**src/rtl/alu_arbiter.sv**
```systemverilog
// rtl/alu_arbiter.sv - two-requester arbiter sharing one external combinational ALU
// Build option: define ALU_ARBITER_RR_EN for round-robin arbitration; default is fixed priority (requester 0 wins).
module alu_arbiter #(
    parameter int SAMPLE_DELAY = 1
) (
    input  logic       clk,
    input  logic       rst,

    input  logic       req0_valid,
    output logic       req0_ready,
    input  logic [3:0] req0_sel,
    input  logic       req0_m,
    input  logic       req0_cn,
    input  logic [3:0] req0_a,
    input  logic [3:0] req0_b,

    input  logic       req1_valid,
    output logic       req1_ready,
    input  logic [3:0] req1_sel,
    input  logic       req1_m,
    input  logic       req1_cn,
    input  logic [3:0] req1_a,
    input  logic [3:0] req1_b,

    output logic       rsp0_valid,
    input  logic       rsp0_ready,
    output logic [3:0] rsp0_f,
    output logic       rsp0_flag,

    output logic       rsp1_valid,
    input  logic       rsp1_ready,
    output logic [3:0] rsp1_f,
    output logic       rsp1_flag,

    output logic [3:0] alu_sel,
    output logic       alu_m,
    output logic       alu_cn,
    output logic [3:0] alu_a,
    output logic [3:0] alu_b,
    input  logic [3:0] alu_f,
    input  logic       alu_abflag,

    output logic       busy
);

    // Out-of-range sample delays fall back to a single-cycle sample window
    localparam int SAMPLE_CYCLES = ((SAMPLE_DELAY >= 1) && (SAMPLE_DELAY <= 3)) ? SAMPLE_DELAY : 1;
    localparam logic [1:0] CNT_LAST = 2'(SAMPLE_CYCLES - 1);

    typedef enum logic [1:0] {
        IDLE  = 2'd0,
        ISSUE = 2'd1,
        RESP  = 2'd2
    } state_t;

    state_t     state_q, state_d;
    logic [1:0] cnt_q, cnt_d;

    logic [3:0] op_sel_q, op_sel_d;
    logic       op_m_q, op_m_d;
    logic       op_cn_q, op_cn_d;
    logic [3:0] op_a_q, op_a_d;
    logic [3:0] op_b_q, op_b_d;

    logic [3:0] res_f_q, res_f_d;
    logic       res_flag_q, res_flag_d;

    logic       gnt_id_q, gnt_id_d;
    logic       rsp0_valid_q, rsp0_valid_d;
    logic       rsp1_valid_q, rsp1_valid_d;
    logic       busy_q, busy_d;

    logic       any_valid;
    logic       pick_id;
    logic       accept;
    logic       rsp_taken;

`ifdef ALU_ARBITER_RR_EN
    logic       last_q, last_d;

    // Round-robin pick: on a tie favour the requester that did not win last time
    always_comb begin
        pick_id = ~req0_valid;
        if (req0_valid && req1_valid) begin
            pick_id = ~last_q;
        end
        last_d = accept ? pick_id : last_q;
    end

    // Last-grant pointer; resets to requester 1 so requester 0 wins the first tie
    always_ff @(posedge clk) begin
        if (rst) begin
            last_q <= 1'b1;
        end else begin
            last_q <= last_d;
        end
    end
`else
    // Fixed priority pick: requester 0 wins whenever it is valid
    always_comb begin
        pick_id = ~req0_valid;
    end
`endif

    // Grant is offered only while idle, and never in a cycle whose edge resets the block
    always_comb begin
        any_valid  = req0_valid | req1_valid;
        accept     = (state_q == IDLE) && any_valid && !rst;
        req0_ready = accept && !pick_id;
        req1_ready = accept && pick_id;
        rsp_taken  = gnt_id_q ? rsp1_ready : rsp0_ready;
    end

    // Next-state and datapath: latch on accept, sample ALU after the delay, hold until taken
    always_comb begin
        state_d    = state_q;
        cnt_d      = cnt_q;
        op_sel_d   = op_sel_q;
        op_m_d     = op_m_q;
        op_cn_d    = op_cn_q;
        op_a_d     = op_a_q;
        op_b_d     = op_b_q;
        res_f_d    = res_f_q;
        res_flag_d = res_flag_q;
        gnt_id_d   = gnt_id_q;

        case (state_q)
            IDLE: begin
                if (accept) begin
                    gnt_id_d = pick_id;
                    op_sel_d = pick_id ? req1_sel : req0_sel;
                    op_m_d   = pick_id ? req1_m   : req0_m;
                    op_cn_d  = pick_id ? req1_cn  : req0_cn;
                    op_a_d   = pick_id ? req1_a   : req0_a;
                    op_b_d   = pick_id ? req1_b   : req0_b;
                    cnt_d    = 2'd0;
                    state_d  = ISSUE;
                end
            end
            ISSUE: begin
                if (cnt_q == CNT_LAST) begin
                    res_f_d    = alu_f;
                    res_flag_d = alu_abflag;
                    cnt_d      = 2'd0;
                    state_d    = RESP;
                end else begin
                    cnt_d = cnt_q + 2'd1;
                end
            end
            RESP: begin
                if (rsp_taken) begin
                    state_d = IDLE;
                end
            end
            default: begin
                state_d = IDLE;
            end
        endcase

        rsp0_valid_d = (state_d == RESP) && !gnt_id_d;
        rsp1_valid_d = (state_d == RESP) && gnt_id_d;
        busy_d       = (state_d != IDLE);
    end

    // FSM and registered outputs; reset abandons any in-flight operation
    always_ff @(posedge clk) begin
        if (rst) begin
            state_q      <= IDLE;
            cnt_q        <= 2'd0;
            op_sel_q     <= 4'd0;
            op_m_q       <= 1'b0;
            op_cn_q      <= 1'b0;
            op_a_q       <= 4'd0;
            op_b_q       <= 4'd0;
            res_f_q      <= 4'd0;
            res_flag_q   <= 1'b0;
            gnt_id_q     <= 1'b0;
            rsp0_valid_q <= 1'b0;
            rsp1_valid_q <= 1'b0;
            busy_q       <= 1'b0;
        end else begin
            state_q      <= state_d;
            cnt_q        <= cnt_d;
            op_sel_q     <= op_sel_d;
            op_m_q       <= op_m_d;
            op_cn_q      <= op_cn_d;
            op_a_q       <= op_a_d;
            op_b_q       <= op_b_d;
            res_f_q      <= res_f_d;
            res_flag_q   <= res_flag_d;
            gnt_id_q     <= gnt_id_d;
            rsp0_valid_q <= rsp0_valid_d;
            rsp1_valid_q <= rsp1_valid_d;
            busy_q       <= busy_d;
        end
    end

    // The ALU always sees the op register, so it holds the last operation between issues
    assign alu_sel   = op_sel_q;
    assign alu_m     = op_m_q;
    assign alu_cn    = op_cn_q;
    assign alu_a     = op_a_q;
    assign alu_b     = op_b_q;

    // One shared result register feeds both responders; only the valids qualify it
    assign rsp0_f    = res_f_q;
    assign rsp0_flag = res_flag_q;
    assign rsp1_f    = res_f_q;
    assign rsp1_flag = res_flag_q;
    assign rsp0_valid = rsp0_valid_q;
    assign rsp1_valid = rsp1_valid_q;
    assign busy       = busy_q;

endmodule

```
**config.mk**
```make
export PLATFORM = sky130hd
export DESIGN_NAME = alu_arbiter
export DESIGN_NICKNAME = d
export VERILOG_FILES = /design/src/rtl/alu_arbiter.sv
export SDC_FILE = /design/constraint.sdc
export NUM_CORES = 1
export LEC_CHECK = 0
export ABC_AREA = 1
export CAP_MARGIN = 20
export CELL_PAD_IN_SITES_DETAIL_PLACEMENT = 1
export CELL_PAD_IN_SITES_GLOBAL_PLACEMENT = 1
export CORE_ASPECT_RATIO = 1.25
export CORE_UTILIZATION = 25
export DETAILED_ROUTE_END_ITERATION = 8
export GPL_ROUTABILITY_DRIVEN = 0
export PLACE_DENSITY_LB_ADDON = 0.1
export SLEW_MARGIN = 25
export SYNTH_ARGS = -nofsm -noshare
export SYNTH_HDL_FRONTEND = slang
export SYNTH_SLANG_ARGS = --single-unit
```
**constraint.sdc**
```tcl
create_clock -name clk -period 2.08 [get_ports clk]
set_clock_uncertainty 0.1 [all_clocks]
set_input_delay 0.312 -clock clk [delete_from_list [all_inputs] [get_ports clk]]
set_output_delay 0.312 -clock clk [all_outputs]
set_load 0.01 [all_outputs]
```
==> impl_summary.log, run 1 <==
INFO  metric outcome = finished, final reports clean
INFO  metric initial_core_utilization = ~26%
INFO  metric dr_total_vias = ~1300
INFO  metric grt.total_usage = approximately 14%
INFO  metric worst-endpoint-required = 1.67 ns
INFO  metric num-nets-final = 295
INFO  metric io_buffers = 67
INFO  metric global_route_wire_length_before_repair = slightly above 6 mm
INFO  metric die_area = approximately 5600 sq um
INFO  metric post_route_cells_drive_above_1_share = 9.49%
INFO  metric worstSetupPathType = in2out
INFO  metric post_synth.cell_area_avg = between 7 and 8 sq um
INFO  metric drt_wl_cell = 12.0 microns
INFO  metric cts.sinks = 27
INFO  metric cts_max_level = 1
INFO  metric place.detailed.hpwl = 2.87 mm
INFO  metric grt_setup_unrepaired = no
INFO  metric met1Wirelength = 1.70 mm
INFO  metric crit_path_cell_trace = clkdlybuf4s50_1, inv_4, a21oi_4, nand3_1, inv_1, dlygate4sd2_1
INFO  metric met2WireLength = 1.92 mm
INFO  metric wl = ~3.8 mm
INFO  metric hp-class = reg2reg
INFO  metric detailed_place.area = 2050 sq um
INFO  metric syn_inst = 185
INFO  metric cp_slowest_stage_delay = 0.53 ns
INFO  metric synth_register_bits = 27
INFO  metric dr.max_layer_used = met4
INFO  metric drt_drc_violations_left = 0
INFO  metric synth.yosys.seq_area_share = between 40% and 50%
INFO  metric insertedDiodeCount = 0
INFO  metric cts-root-to-sink-buffers = 2
INFO  metric grt_start_max_net_pins = 25
INFO  metric cpLargestDelayFamily = buffers and inverters
INFO  metric synthDistinctLibCells = 19
INFO  metric setup-violations-final = 0
INFO  metric die_x = 66.9 microns
INFO  metric final.setup.tns = 0 ns
INFO  metric synth-warning-count = 0
INFO  metric fp.dieH = roughly 83 microns
INFO  metric firstDrtPassIters = 3
INFO  metric critPathBufInv = 4
INFO  metric clk_transition_reported_paths = approximately 0.09 ns
INFO  metric tritoncts = done
INFO  metric postLayoutCoreUtil = 41.2%
INFO  metric clockRootBuffer = sky130_fd_sc_hd__clkbuf_8
INFO  metric max-slew-margin-rel = 78.3%
INFO  metric power_leakage = 0.882 nW
INFO  metric critPathSlowestCell = sky130_fd_sc_hd__clkdlybuf4s50_1
INFO  metric numCtsBuffers = 3
INFO  metric worst_setup_path_start_kind = input port
INFO  metric antenna_nets_post_route = 0
INFO  metric routed_via_density = between 4 and 5
INFO  metric drt_iter0_drc = 26
INFO  metric antenna_found_initial = 0
INFO  metric maxCapViolCount = 0
INFO  metric synth_area = 1320 sq um
INFO  metric finalPower = 1.18 mW
INFO  metric met3_wirelength = 142 microns
INFO  metric worstPathMaxFanout = 4
INFO  metric finalCritPeriodShare = 92.6%
INFO  metric first_global_vias = 1352
INFO  metric final_hold_viol_count = 0
INFO  metric pwr_density_cell = 566 nW/um^2
INFO  metric hold_buffer_count_at_cts = 0
INFO  metric fmax = 519 MHz
INFO  metric worst_vdd_rail_ir_drop = about 230 uV
INFO  metric core_area = 5080 sq um
INFO  metric global_route.overflow_total = 0
INFO  metric fin_crit = 1.93 ns
INFO  metric pin_count = 68
INFO  metric syn_nets = about 230
INFO  metric worst_pin_slew = 0.325 ns
INFO  metric final_instance_area = 2090 sq um
INFO  metric final-max-slew-violation-count = 0
INFO  metric fp-row-count = 29
INFO  metric synthToLayoutAreaGrowth = 59.1%
INFO  metric critical_path_capture_point_type = primary output
INFO  metric fin_hold_ws = 0.373 ns
INFO  metric cp_data_arrival_time = roughly 1.5 ns
INFO  metric clkLatencyLatePin = 0.27 ns
-- repair_timing --
item,CTS,global route
gates resized for setup,2,0
setup endpoints to repair,2,0
setup buffers,0,0
-- power by group --
part           internal (mW)  switching, mW  total (mW)
clock                  0.136          0.174       0.310
combinational          0.172          0.137       0.309
sequential             0.547         0.0184       0.565
-- cell families (layout without fill, tap and decap cells) --
| logic type | count (synthesis) | count (layout) | share of synthesized area [%] |
|---|---|---|---|
| AND/OR/NAND/NOR | 107 | 107 | 36.1 |
| flip-flops | 27 | 27 | 41.1 |
| buffers and inverters | 26 | 94 | 11.3 |
| AO/OA/AOI/OAI | 23 | 23 | 9.60 |
| adder cells (fa/ha/maj) | 2 | 2 | 1.90 |
-- synthesized netlist by cell type --
cell | count | share of area (%)
sky130_fd_sc_hd__nand2_1 | 74 | 21
sky130_fd_sc_hd__o21ai_0 | 1 | 0.38
sky130_fd_sc_hd__nand2_4 | 1 | 0.86
sky130_fd_sc_hd__nand3_1 | 23 | 8.7
sky130_fd_sc_hd__nor2_2 | 2 | 0.95
sky130_fd_sc_hd__ha_1 | 2 | 1.9
sky130_fd_sc_hd__inv_1 | 10 | 2.9
sky130_fd_sc_hd__inv_4 | 2 | 0.95
sky130_fd_sc_hd__dfxtp_1 | 27 | 41
sky130_fd_sc_hd__buf_2 | 4 | 1.5
sky130_fd_sc_hd__nand2_2 | 1 | 0.48
sky130_fd_sc_hd__buf_6 | 3 | 2.6
sky130_fd_sc_hd__a21oi_4 | 1 | 1.2
sky130_fd_sc_hd__nor2_1 | 4 | 1.1
sky130_fd_sc_hd__a21oi_1 | 21 | 8.0
sky130_fd_sc_hd__clkbuf_1 | 2 | 0.57
sky130_fd_sc_hd__nand3_4 | 1 | 1.3
sky130_fd_sc_hd__buf_4 | 5 | 2.9
sky130_fd_sc_hd__nor2_8 | 1 | 1.5
-- final cells by class --
cell class              instances  area (sq um)
inverters                      12          50.0
clock buffers                   3          41.3
repair buffers                 78           751
flip-flops and latches         27           541
fillers                       645          2990
multi-input cells             132           627
well taps                      62          77.6
clock inverters                 1          7.51
-- registers in the layout (all words and copies together), names as in the netlist --
name	flops
state_q	2
rsp0_f	4
alu_a	4
alu_b	4
alu_cn	1
cnt_q	2
gnt_id_q	1
rsp0_flag	1
rsp1_valid	1
busy	1
alu_m	1
rsp0_valid	1
alu_sel	4
-- final timing paths --
path / from / to / slack (ns) / cells after the start
hold / removal: alu_a[0]$_SDFFE_PP0P_ / alu_a[0]$_SDFFE_PP0P_ / 0.37 / 2
hold reg to reg: alu_a[0]$_SDFFE_PP0P_ / alu_a[0]$_SDFFE_PP0P_ / 0.37 / 2
setup / recovery: req0_valid / req1_ready / 0.15 / 6
setup reg to reg: state_q[0]$_SDFF_PP0_ / busy$_SDFF_PP0_ / 0.68 / 6
-- layer usage --
| layer | track usage (%) | up-vias |
|---|---|---|
| li1 | - | 715 |
| met1 | 17.5 | 593 |
| met2 | 24.9 | 32 |
| met3 | 2.06 | 2 |
| met4 | 4.06 | 0 |
| met5 | 0 | - |
-- worst register-to-register path, delay by kind of cell (launching register included) --
| kind | cells | cell delay, ns |
|---|---|---|
| DFF | 1 | 0.45 |
| and+or+nand+nor | 4 | 0.44 |
| AOI/OAI and AO/OA | 1 | 0.14 |
| buffers and inverters | 1 | 0.18 |
-- stage by stage --
step | cells | worst slack, ns
global route | 315 | 0.113
detailed placement | 311 | -0.117
CTS | 315 | 0.143
floorplan | 185 | 0.784
global placement | 311 | -0.108
finish | 315 | 0.154
-- cells in the final DEF, fill, tap and decap left out --
master / count
sky130_fd_sc_hd__buf_4: 11
sky130_fd_sc_hd__clkdlybuf4s50_1: 65
sky130_fd_sc_hd__nand3_4: 1
sky130_fd_sc_hd__nand2_1: 74
sky130_fd_sc_hd__nor2_8: 1
sky130_fd_sc_hd__nand2_2: 1
sky130_fd_sc_hd__inv_1: 10
sky130_fd_sc_hd__nor2_1: 4
sky130_fd_sc_hd__clkinvlp_4: 1
sky130_fd_sc_hd__nand2_4: 1
sky130_fd_sc_hd__nand3_1: 23
sky130_fd_sc_hd__nor2_2: 2
sky130_fd_sc_hd__dfxtp_1: 27
sky130_fd_sc_hd__dlygate4sd2_1: 2
sky130_fd_sc_hd__a21oi_1: 21
sky130_fd_sc_hd__inv_4: 2
sky130_fd_sc_hd__o21ai_0: 1
sky130_fd_sc_hd__ha_1: 2
sky130_fd_sc_hd__a21oi_4: 1
sky130_fd_sc_hd__clkbuf_8: 3
(Power assumes the default switching activity.)
==> run 2, diff against run 1 <==
ABC_CLOCK_PERIOD_IN_PS = 2080   (was unset)
DONT_BUFFER_PORTS = 1   (was unset)
==> run 2 against run 1 <==
Clock power decreased by 2%; sequential power increased by 3.5%; worst hold slack got worse by 0.29 ns; largest cell class is now multi-input gates.
==> impl_summary.log, run 2 (synthesis gave the netlist of run 1 again) <==
INFO  metric final_common_cell = sky130_fd_sc_hd__nand2_1
INFO  metric drt_iter0_drc = 24
INFO  metric post_cts_buffers = 0
INFO  metric pwr_density_cell = roughly 760 nW/um^2
INFO  metric worst_pin_slew = 0.886 ns
INFO  metric clockRootBuffer = sky130_fd_sc_hd__clkbuf_8
INFO  metric clkLatencyLatePin = around 0.27 ns
INFO  metric worst_vdd_rail_ir_drop = 252 uV
INFO  metric worstPathMaxFanout = 18
INFO  metric worstSetupPathType = reg2out
INFO  metric antenna_found_initial = 0
INFO  metric total_switching_power = 0.298 mW
INFO  metric hold_buffer_count_at_cts = 1
INFO  metric global_route.overflow_total = 0
INFO  metric finalCritPeriodShare = 79.1%
INFO  metric place.detailed.hpwl = 2.62 mm
INFO  metric worst-endpoint-required = 1.67 ns
INFO  metric setup-violations-final = 0
INFO  metric global_route_wire_length_before_repair = 5.69 mm
INFO  metric hp-class = in2reg
INFO  metric num-nets-final = 219
INFO  metric commonest_cells_after_routing_fill_and_taps_aside = sky130_fd_sc_hd__nand2_1 (74), sky130_fd_sc_hd__dfxtp_1 (27), sky130_fd_sc_hd__nand3_1 (23)
INFO  metric final_hold_viol_count = 0
INFO  metric grt_setup_unrepaired = no
INFO  metric final-max-slew-violation-count = 0
INFO  metric initial_core_utilization = 25.9%
INFO  metric synthToLayoutAreaGrowth = 3.42%
INFO  metric insertedDiodeCount = 0
INFO  metric cts-root-to-sink-buffers = 2
INFO  metric cts_max_level = 1
INFO  metric cts.sinks = 27
INFO  metric cpLargestDelayFamily = simple AND/OR/NAND/NOR gates
INFO  metric io_buffers = 0
INFO  metric maxCapViolCount = 0
INFO  metric critPathBufInv = 1
INFO  metric pre_cts_slack = ~0.6 ns
INFO  metric wl = between 3 and 4 mm
INFO  metric critical_path_capture_point_type = primary output
INFO  metric power.share.combinational = 13.6%
INFO  metric cp_slowest_stage_delay = between 0.3 and 0.4 ns
INFO  metric num-fill-cells = 628
INFO  metric cp_data_arrival_time = roughly 1.2 ns
INFO  metric fp.dieH = 83.1 microns
INFO  metric drt_wl_cell = around 15 microns
INFO  metric pin_count = 68
INFO  metric power_frac_seq = a little under three fifths
INFO  metric postLayoutCoreUtil = 26.8%
INFO  metric numCtsBuffers = 3
INFO  metric die_area = 5560 sq um
INFO  metric final.setup.tns = 0 ns
INFO  metric cellInternalPower = around 0.73 mW
INFO  metric fp-row-count = 29
INFO  metric tritoncts = done
INFO  metric post_route_cells_drive_above_1_share = 7.91%
INFO  metric cts_resized = 0
INFO  metric first_global_vias = 1145
INFO  metric fin_ws = 0.435 ns
INFO  metric die_x = about 67 microns
INFO  metric antenna_nets_post_route = 0
INFO  metric dr_total_vias = 1113
INFO  metric firstDrtPassIters = 4
INFO  metric critPathSlowestCell = sky130_fd_sc_hd__dfxtp_1
INFO  metric detailed_place.area = 1300 sq um
INFO  metric core_area = 5080 sq um
INFO  metric routed_via_density = 4.66
INFO  metric clock_power_share = between 20% and 30%
INFO  metric worst_setup_path_start_kind = flip-flop
INFO  metric fin_crit = approximately 1.6 ns
INFO  metric outcome = finished, final reports clean
INFO  metric crit_path_cell_trace = nor2_8, nand3_1, inv_1
INFO  metric clk_transition_reported_paths = roughly 0.10 ns
INFO  metric switching_share = between 20% and 30%
INFO  metric fmax = 608 MHz
INFO  metric grt_start_max_net_pins = 23
INFO  metric final_instance_area = 1360 sq um
INFO  metric drt_drc_violations_left = 0
INFO  metric grt.total_usage = 13.4%
INFO  metric power_leakage = 0.582 nW
INFO  metric max-slew-margin-rel = 40.7%
-- run 2: cell types whose count changed in the layout (fill, tap and decap cells not counted) --
cell | before | now
sky130_fd_sc_hd__dlygate4sd3_1 | 0 | 1
sky130_fd_sc_hd__dlygate4sd2_1 | 2 | 0
sky130_fd_sc_hd__clkdlybuf4s50_1 | 65 | 0
sky130_fd_sc_hd__buf_4 | 11 | 1
-- run 2: final cells by class --
type | count | area (sq um) | area share, %
clock buffer | 3 | 41.3 | 3.03
clock inverter | 1 | 7.51 | 0.551
inverter | 12 | 50.0 | 3.68
multi-input combinational | 132 | 627 | 46.0
sequential | 27 | 541 | 39.7
tap | 62 | 77.6 | 5.70
timing repair buffer | 2 | 17.5 | 1.29
-- run 2: worst paths after layout --
| path | cells past startpoint | slack (ns) | to | from |
|---|---|---|---|---|
| max reg2reg | 5 | 0.65 | busy$_SDFF_PP0_ | state_q[0]$_SDFF_PP0_ |
| max | 3 | 0.43 | req1_ready | state_q[0]$_SDFF_PP0_ |
| min reg2reg | 2 | 0.39 | cnt_q[0]$_SDFFE_PP0P_ | cnt_q[0]$_SDFFE_PP0P_ |
| min | 2 | 0.08 | rsp0_f[0]$_SDFFE_PP0P_ | alu_f[0] |
-- run 2: per-stage QoR --
stage                     hold WS [ns]  instances  total power, mW
after detailed placement         0.286        234            0.734
after global placement           0.285        234            0.728
after global routing            0.0744        239             1.10
final                           0.0849        239             1.03
after floorplan                  0.359        185            0.723
after CTS                       0.0787        239             1.06
-- run 2: per-layer routing --
metal  share of wire [%]  vias to the layer above  track usage (%)
li1                    -                      564                -
met1                  43                      513             15.7
met4                0.66                        0             4.06
met5                   0                        -                0
met2                  51                       34             23.1
met3                 5.6                        2             3.30
-- run 2: power by group through the flow --
stage,sequential [mW],combinational (mW),clock (mW)
floorplan,0.588,0.135,0
global placement,0.597,0.131,0
detailed placement,0.598,0.136,0
CTS,0.586,0.145,0.325
global route,0.590,0.162,0.347
finish,0.585,0.140,0.304
-- run 2: worst reg2reg max path, delay by kind of cell (launching register included) --
family | cells | cell delay, ns
compound gates | 1 | 0.17
flops | 1 | 0.38
simple gates | 4 | 0.74
